<file path="src/rtl/sync_fifo_flags_if.sv">
// Handshake bundle for sync_fifo_flags: producer/consumer controls on the
// master side, data and status flags returned from the FIFO on the slave side.
interface sync_fifo_flags_if #(
  parameter int WIDTH = 8,
  parameter int DEPTH = 16
);
  localparam int CW = $clog2(DEPTH + 1);

  logic             flush;
  logic             wr_en;
  logic [WIDTH-1:0] din;
  logic             rd_en;
  logic             clr_err;
  logic [WIDTH-1:0] dout;
  logic             rd_valid;
  logic             full;
  logic             empty;
  logic             almost_full;
  logic             almost_empty;
  logic [CW-1:0]    count;
  logic             overflow;
  logic             underflow;

  modport master (
    output flush, wr_en, din, rd_en, clr_err,
    input  dout, rd_valid, full, empty, almost_full, almost_empty,
           count, overflow, underflow
  );

  modport slave (
    input  flush, wr_en, din, rd_en, clr_err,
    output dout, rd_valid, full, empty, almost_full, almost_empty,
           count, overflow, underflow
  );
endinterface

</file>
<file path="src/rtl/sync_fifo_flags.sv">
// Single-clock FIFO with arbitrary DEPTH, occupancy count, programmable
// almost flags, FWFT or registered read, synchronous flush and sticky errors.
module sync_fifo_flags #(
    parameter int WIDTH     = 8,
    parameter int DEPTH     = 16,
    parameter int AF_THRESH = 14,
    parameter int AE_THRESH = 2,
    parameter int FWFT      = 1
) (
    input  logic                 clk,
    input  logic                 rst_n,
    sync_fifo_flags_if.slave     bus
);
    localparam int CW = $clog2(DEPTH + 1);
    localparam int PW = $clog2(DEPTH);

    logic [WIDTH-1:0] mem [DEPTH];
    logic [PW-1:0]    wr_ptr;
    logic [PW-1:0]    rd_ptr;
    logic [CW-1:0]    count_r;
    logic             full_w;
    logic             empty_w;
    logic             wr_acc;
    logic             rd_acc;
    logic             ovf_r;
    logic             udf_r;

    // Explicit wrap so non-power-of-two depths never index past the array.
    function automatic logic [PW-1:0] next_ptr(input logic [PW-1:0] p);
        if (p == PW'(DEPTH - 1))
            return '0;
        else
            return p + PW'(1);
    endfunction

    assign full_w  = (count_r == CW'(DEPTH));
    assign empty_w = (count_r == '0);
    assign wr_acc  = bus.wr_en && !full_w  && !bus.flush;
    assign rd_acc  = bus.rd_en && !empty_w && !bus.flush;

    always_ff @(posedge clk or negedge rst_n) begin
        if (!rst_n) begin
            wr_ptr  <= '0;
            rd_ptr  <= '0;
            count_r <= '0;
        end else if (bus.flush) begin
            wr_ptr  <= '0;
            rd_ptr  <= '0;
            count_r <= '0;
        end else begin
            if (wr_acc) wr_ptr <= next_ptr(wr_ptr);
            if (rd_acc) rd_ptr <= next_ptr(rd_ptr);
            case ({wr_acc, rd_acc})
                2'b10:   count_r <= count_r + CW'(1);
                2'b01:   count_r <= count_r - CW'(1);
                default: count_r <= count_r;
            endcase
        end
    end

    always_ff @(posedge clk) begin
        if (wr_acc) mem[wr_ptr] <= bus.din;
    end

    // A fresh error outranks clr_err; ops squashed by flush never count as errors.
    always_ff @(posedge clk or negedge rst_n) begin
        if (!rst_n) begin
            ovf_r <= 1'b0;
            udf_r <= 1'b0;
        end else begin
            if (bus.wr_en && full_w && !bus.flush)
                ovf_r <= 1'b1;
            else if (bus.clr_err)
                ovf_r <= 1'b0;
            if (bus.rd_en && empty_w && !bus.flush)
                udf_r <= 1'b1;
            else if (bus.clr_err)
                udf_r <= 1'b0;
        end
    end

    generate
        if (FWFT != 0) begin : g_fwft
            assign bus.dout     = mem[rd_ptr];
            assign bus.rd_valid = !empty_w;
        end else begin : g_reg_read
            logic [WIDTH-1:0] dout_r;
            logic             rd_valid_r;

            always_ff @(posedge clk or negedge rst_n) begin
                if (!rst_n) begin
                    dout_r     <= '0;
                    rd_valid_r <= 1'b0;
                end else begin
                    rd_valid_r <= rd_acc;
                    if (rd_acc) dout_r <= mem[rd_ptr];
                end
            end

            assign bus.dout     = dout_r;
            assign bus.rd_valid = rd_valid_r;
        end
    endgenerate

    assign bus.full         = full_w;
    assign bus.empty        = empty_w;
    assign bus.almost_full  = (count_r >= CW'(AF_THRESH));
    assign bus.almost_empty = (count_r <= CW'(AE_THRESH));
    assign bus.count        = count_r;
    assign bus.overflow     = ovf_r;
    assign bus.underflow    = udf_r;
endmodule

</file>
<file path="src/flat_wrapper.sv">
// flat-port wrapper written by rule: the top's interface ports become plain ports
module sync_fifo_flags_flat 
#(
    parameter int WIDTH     = 8,
    parameter int DEPTH     = 16,
    parameter int AF_THRESH = 14,
    parameter int AE_THRESH = 2,
    parameter int FWFT      = 1
)
  (clk, rst_n, bus_flush, bus_wr_en, bus_din, bus_rd_en, bus_clr_err, bus_dout, bus_rd_valid, bus_full, bus_empty, bus_almost_full, bus_almost_empty, bus_count, bus_overflow, bus_underflow);
  sync_fifo_flags_if #(.WIDTH(WIDTH), .DEPTH(DEPTH)) bus_i ();
  input  logic clk;
  input  logic rst_n;
  input wire logic [$bits(bus_i.flush)-1:0] bus_flush;
  input wire logic [$bits(bus_i.wr_en)-1:0] bus_wr_en;
  input wire logic [$bits(bus_i.din)-1:0] bus_din;
  input wire logic [$bits(bus_i.rd_en)-1:0] bus_rd_en;
  input wire logic [$bits(bus_i.clr_err)-1:0] bus_clr_err;
  output wire logic [$bits(bus_i.dout)-1:0] bus_dout;
  output wire logic [$bits(bus_i.rd_valid)-1:0] bus_rd_valid;
  output wire logic [$bits(bus_i.full)-1:0] bus_full;
  output wire logic [$bits(bus_i.empty)-1:0] bus_empty;
  output wire logic [$bits(bus_i.almost_full)-1:0] bus_almost_full;
  output wire logic [$bits(bus_i.almost_empty)-1:0] bus_almost_empty;
  output wire logic [$bits(bus_i.count)-1:0] bus_count;
  output wire logic [$bits(bus_i.overflow)-1:0] bus_overflow;
  output wire logic [$bits(bus_i.underflow)-1:0] bus_underflow;
  assign bus_i.flush = bus_flush;
  assign bus_i.wr_en = bus_wr_en;
  assign bus_i.din = bus_din;
  assign bus_i.rd_en = bus_rd_en;
  assign bus_i.clr_err = bus_clr_err;
  assign bus_dout = bus_i.dout;
  assign bus_rd_valid = bus_i.rd_valid;
  assign bus_full = bus_i.full;
  assign bus_empty = bus_i.empty;
  assign bus_almost_full = bus_i.almost_full;
  assign bus_almost_empty = bus_i.almost_empty;
  assign bus_count = bus_i.count;
  assign bus_overflow = bus_i.overflow;
  assign bus_underflow = bus_i.underflow;
  sync_fifo_flags #(.WIDTH(WIDTH), .DEPTH(DEPTH), .AF_THRESH(AF_THRESH), .AE_THRESH(AE_THRESH), .FWFT(FWFT)) u_core (.clk(clk), .rst_n(rst_n), .bus(bus_i));
endmodule
</file>
<file path="config.mk">
export PLATFORM = sky130hd
export DESIGN_NAME = sync_fifo_flags_flat
export DESIGN_NICKNAME = d
export VERILOG_FILES = /design/src/rtl/sync_fifo_flags_if.sv /design/src/rtl/sync_fifo_flags.sv /design/src/flat_wrapper.sv
export SDC_FILE = /design/constraint.sdc
export NUM_CORES = 1
export LEC_CHECK = 0
export CELL_PAD_IN_SITES_DETAIL_PLACEMENT = 1
export CELL_PAD_IN_SITES_GLOBAL_PLACEMENT = 1
export CORE_ASPECT_RATIO = 1.25
export CORE_UTILIZATION = 30
export DETAILED_ROUTE_END_ITERATION = 6
export GPL_TIMING_DRIVEN = 0
export HOLD_SLACK_MARGIN = 0.12
export PLACE_DENSITY = 0.56
export SLEW_MARGIN = 20
export SYNTH_ARGS = -nofsm -noshare
export SYNTH_HDL_FRONTEND = slang
export SYNTH_SLANG_ARGS = --single-unit
</file>
<file path="constraint.sdc">
create_clock -name clk -period 4 [get_ports clk]
set_input_delay 0.8 -clock clk [delete_from_list [all_inputs] [get_ports clk]]
set_output_delay 0.8 -clock clk [all_outputs]
set_load 0.02 [all_outputs]
</file>
==> flow_summary.json <==
{
  "synth.most_common_cell": "edfxtp_1",
  "fp.dieW_um": 128,
  "comb_power_share": 0.252,
  "grt_use_met1": 0.195,
  "slowest_stage": "clkdlybuf4s50_1",
  "rows": 57,
  "hold_viol_final": 0,
  "power_frac_seq": 0.395,
  "synth_top_cell_by_area": "edfxtp_1",
  "cts_made_buffers": 17,
  "syn_nets": 384,
  "ys_ff_latch": 143,
  "core-area_mm2": 0.0195,
  "yosys_warnings": 0,
  "cts_hold_buf": 0,
  "arrival_ns": 2.98,
  "critical_path.cell_chain": "clkbuf_4 -> clkbuf_2 -> mux2i_1 -> a21oi_1 -> a21oi_1 -> o21ai_0 -> clkdlybuf4s50_1",
  "final_max_slew_viol_count": 0,
  "p_clk_frac": 0.352,
  "track_usage": 0.154,
  "synth_ff_type": "edfxtp_1",
  "syn_to_final_growth_pct": 21.2,
  "grt_pass1_vias": 3730,
  "die_area_mm2": 0.0204,
  "setup_viol": 0,
  "synthCells": 363,
  "path_max_fanout": 10,
  "slowest_delay_ns": 0.67,
  "drv_cap": 0,
  "yosysSeqAreaShare": 0.709,
  "grt_use_met2": 0.259,
  "ir_worst_vdd_v": 0.000369,
  "vias_per_cell": 4.93,
  "num_vias": 3401,
  "dpl.hpwl_um": 9770,
  "min_period_over_period": 0.945,
  "synth_edf_count": 128,
  "gp_congestion": 0.749,
  "wl_per_cell_um": 21.0,
  "p_leak_nw": 2.35,
  "syn_avg_cell_area_um2": 16.4,
  "grt.busiest_layer": "met2",
  "tritoncts": "done",
  "drtAntennaViolNets": 0,
  "synthArstFlopShare": 0.105,
  "drc": 0,
  "grt_pass1_wl_um": 22400,
  "crit_top_cell": "a21oi_1",
  "synth_top_area_frac": 0.646,
  "worstPathRequired_ns": 3.20,
  "grt-ovfl-total": 0,
  "chipHeight_um": 159,
  "ios": 34,
  "tightest_slew_ns": 0.901,
  "yosys.cell_types.count": 40,
  "relSlewSlack": 0.397,
  "cp-end-kind": "primary output",
  "n_fill_cell": 1963,
  "p_int_mw": 3.14,
  "use_met3": 0.0343,
  "start_kind": "register",
  "outcome": "complete, no violations",
  "cts-root-buf": "clkbuf_16",
  "swShare": 0.284,
  "ys_top_cells_by_count": "edfxtp_1, nor2_1, mux4_2, nand2_1, a21oi_1",
  "nets": 435,
  "first_pass_iters": 4,
  "antenna_cells": 0,
  "io_buffers": 32,
  "clock_latency_ns": 0.42,
  "p_switching_mw": 1.24,
  "drive_gt1_frac": 0.181,
  "fin_skew_ns": 0.00640,
  "cts_max_level": 4,
  "rsz0062_at_grt": "no",
  "grt_max_degree": 17,
  "setup_tns_ns": 0,
  "hold_path.class": "reg -> reg",
  "cts_num_sinks": 143,
  "p_per_area_mw_per_mm2": 607,
  "start_util": 0.306,
  "fmax_mhz": 265,
  "synthTopCellsByArea": "edfxtp_1, mux4_2, dfrtp_1",
  "fin_crit_ns": 3.78,
  "crit_type": "reg -> out",
  "wl_um": 14500,
  "syn_area_mm2": 0.00595,
  "antenna_found_initial": 0,
  "postCtsSetupRepairBufs": 0,
  "clkSlewWorstSetupHoldPaths_ns": 0.06,
  "final_core_util": 0.371,
  "drt_iter0_markers": 292,
  "clk_path_buf_depth": 2
}
==> cell type report <==
type / instances / area (um2) / share of cell area
timing repair buffer: 32 / 320 / 0.0444
sequential: 143 / 4220 / 0.585
tap: 265 / 332 / 0.0460
clock buffer: 20 / 437 / 0.0605
clock inverter: 10 / 121 / 0.0168
inverter: 9 / 33.8 / 0.00468
buffer: 21 / 97.6 / 0.0135
multi-input combinational: 190 / 1650 / 0.229
==> final timing paths <==
check                                      from                    to  slack [ns]  cells past startpoint
max                            u_core.rd_ptr[0]           bus_dout[1]        0.22                      7
min                        u_core.bus.underflow  u_core.bus.underflow        0.54                      2
max reg2reg                 u_core.bus.count[2]   u_core.bus.count[4]        1.10                      9
min reg2reg                u_core.bus.underflow  u_core.bus.underflow        0.54                      2
max in group asynchronous                 rst_n      u_core.wr_ptr[0]        2.67                      1
min in group asynchronous                 rst_n   u_core.bus.count[1]        0.84                      1
==> registers in the layout, indices dropped and copies added (netlist names) <==
signal	count
u_core.mem	128
u_core.bus.underflow	1
u_core.wr_ptr	4
u_core.rd_ptr	4
u_core.bus.count	5
u_core.bus.overflow	1
==> power by group through the flow <==
stage | clock, mW | combinational [mW] | sequential, mW
after floorplan | 0 | 0.662 | 1.78
after global placement | 0 | 1.10 | 1.76
after detailed placement | 0 | 1.11 | 1.76
after CTS | 1.57 | 1.12 | 1.73
final | 1.54 | 1.11 | 1.73
after global routing | 1.63 | 1.20 | 1.74
==> cell usage in the layout, fill, tap and decap left out, types with 4 or more instances in the layout <==
master	Yosys	layout
a211oi_1	10	7
a21oi_1	17	17
a22oi_1	4	4
a32oi_1	5	5
buf_2	5	5
clkbuf_1	10	10
clkbuf_16	0	17
clkbuf_2	0	4
clkdlybuf4s50_1	0	32
clkinv_2	0	4
dfrtp_1	15	15
edfxtp_1	128	128
ha_1	7	7
inv_1	9	9
mux2_2	4	4
mux2i_1	10	10
mux4_2	24	24
nand2_1	18	18
nand2b_1	5	5
nor2_1	26	25
nor2b_1	8	8
nor3_1	10	6
nor3_2	0	4
o21ai_0	13	13
xor2_1	4	4
==> critical path: cells and delay by family, from the launching register on <==
family,cells,cell delay (ns)
mux,1,0.13
buf+inv,3,1.33
compound gates,3,0.66
flops,1,0.44
==> through the flow <==
step	power, mW	hold WS [ns]	cell area (um2)	cells	setup WS [ns]
2_1_floorplan	2.44	0.504	5950	363	1.06
3_3_place_gp	2.86	0.523	6600	660	0.265
3_5_place_dp	2.87	0.531	6620	660	0.214
4_1_cts	4.42	0.544	7200	690	0.0372
5_1_grt	4.57	0.576	7210	690	0.0662
6_report	4.38	0.541	7210	690	0.220
==> cell families after synthesis <==
kind of cell	share of synthesized area
flip-flops	0.709
AND/OR/NAND/NOR	0.0629
AO/OA/AOI/OAI	0.0694
multiplexers	0.118
buffers and inverters	0.0206
adder cells (fa/ha/maj)	0.0147
XOR/XNOR	0.00589
==> timing repair <==
| item | CTS | global route |
|---|---|---|
| gates resized for setup | 6 | 4 |
| setup endpoints to repair | 8 | 8 |
| cloned | 0 | 0 |
==> layer usage <==
layer,share of wire,vias to the layer above
met2,0.51,81
met4,0.017,0
met3,0.044,18
met1,0.43,1764
li1,-,1538
met5,0,-
Note: power is estimated with default switching activity, not from simulation.
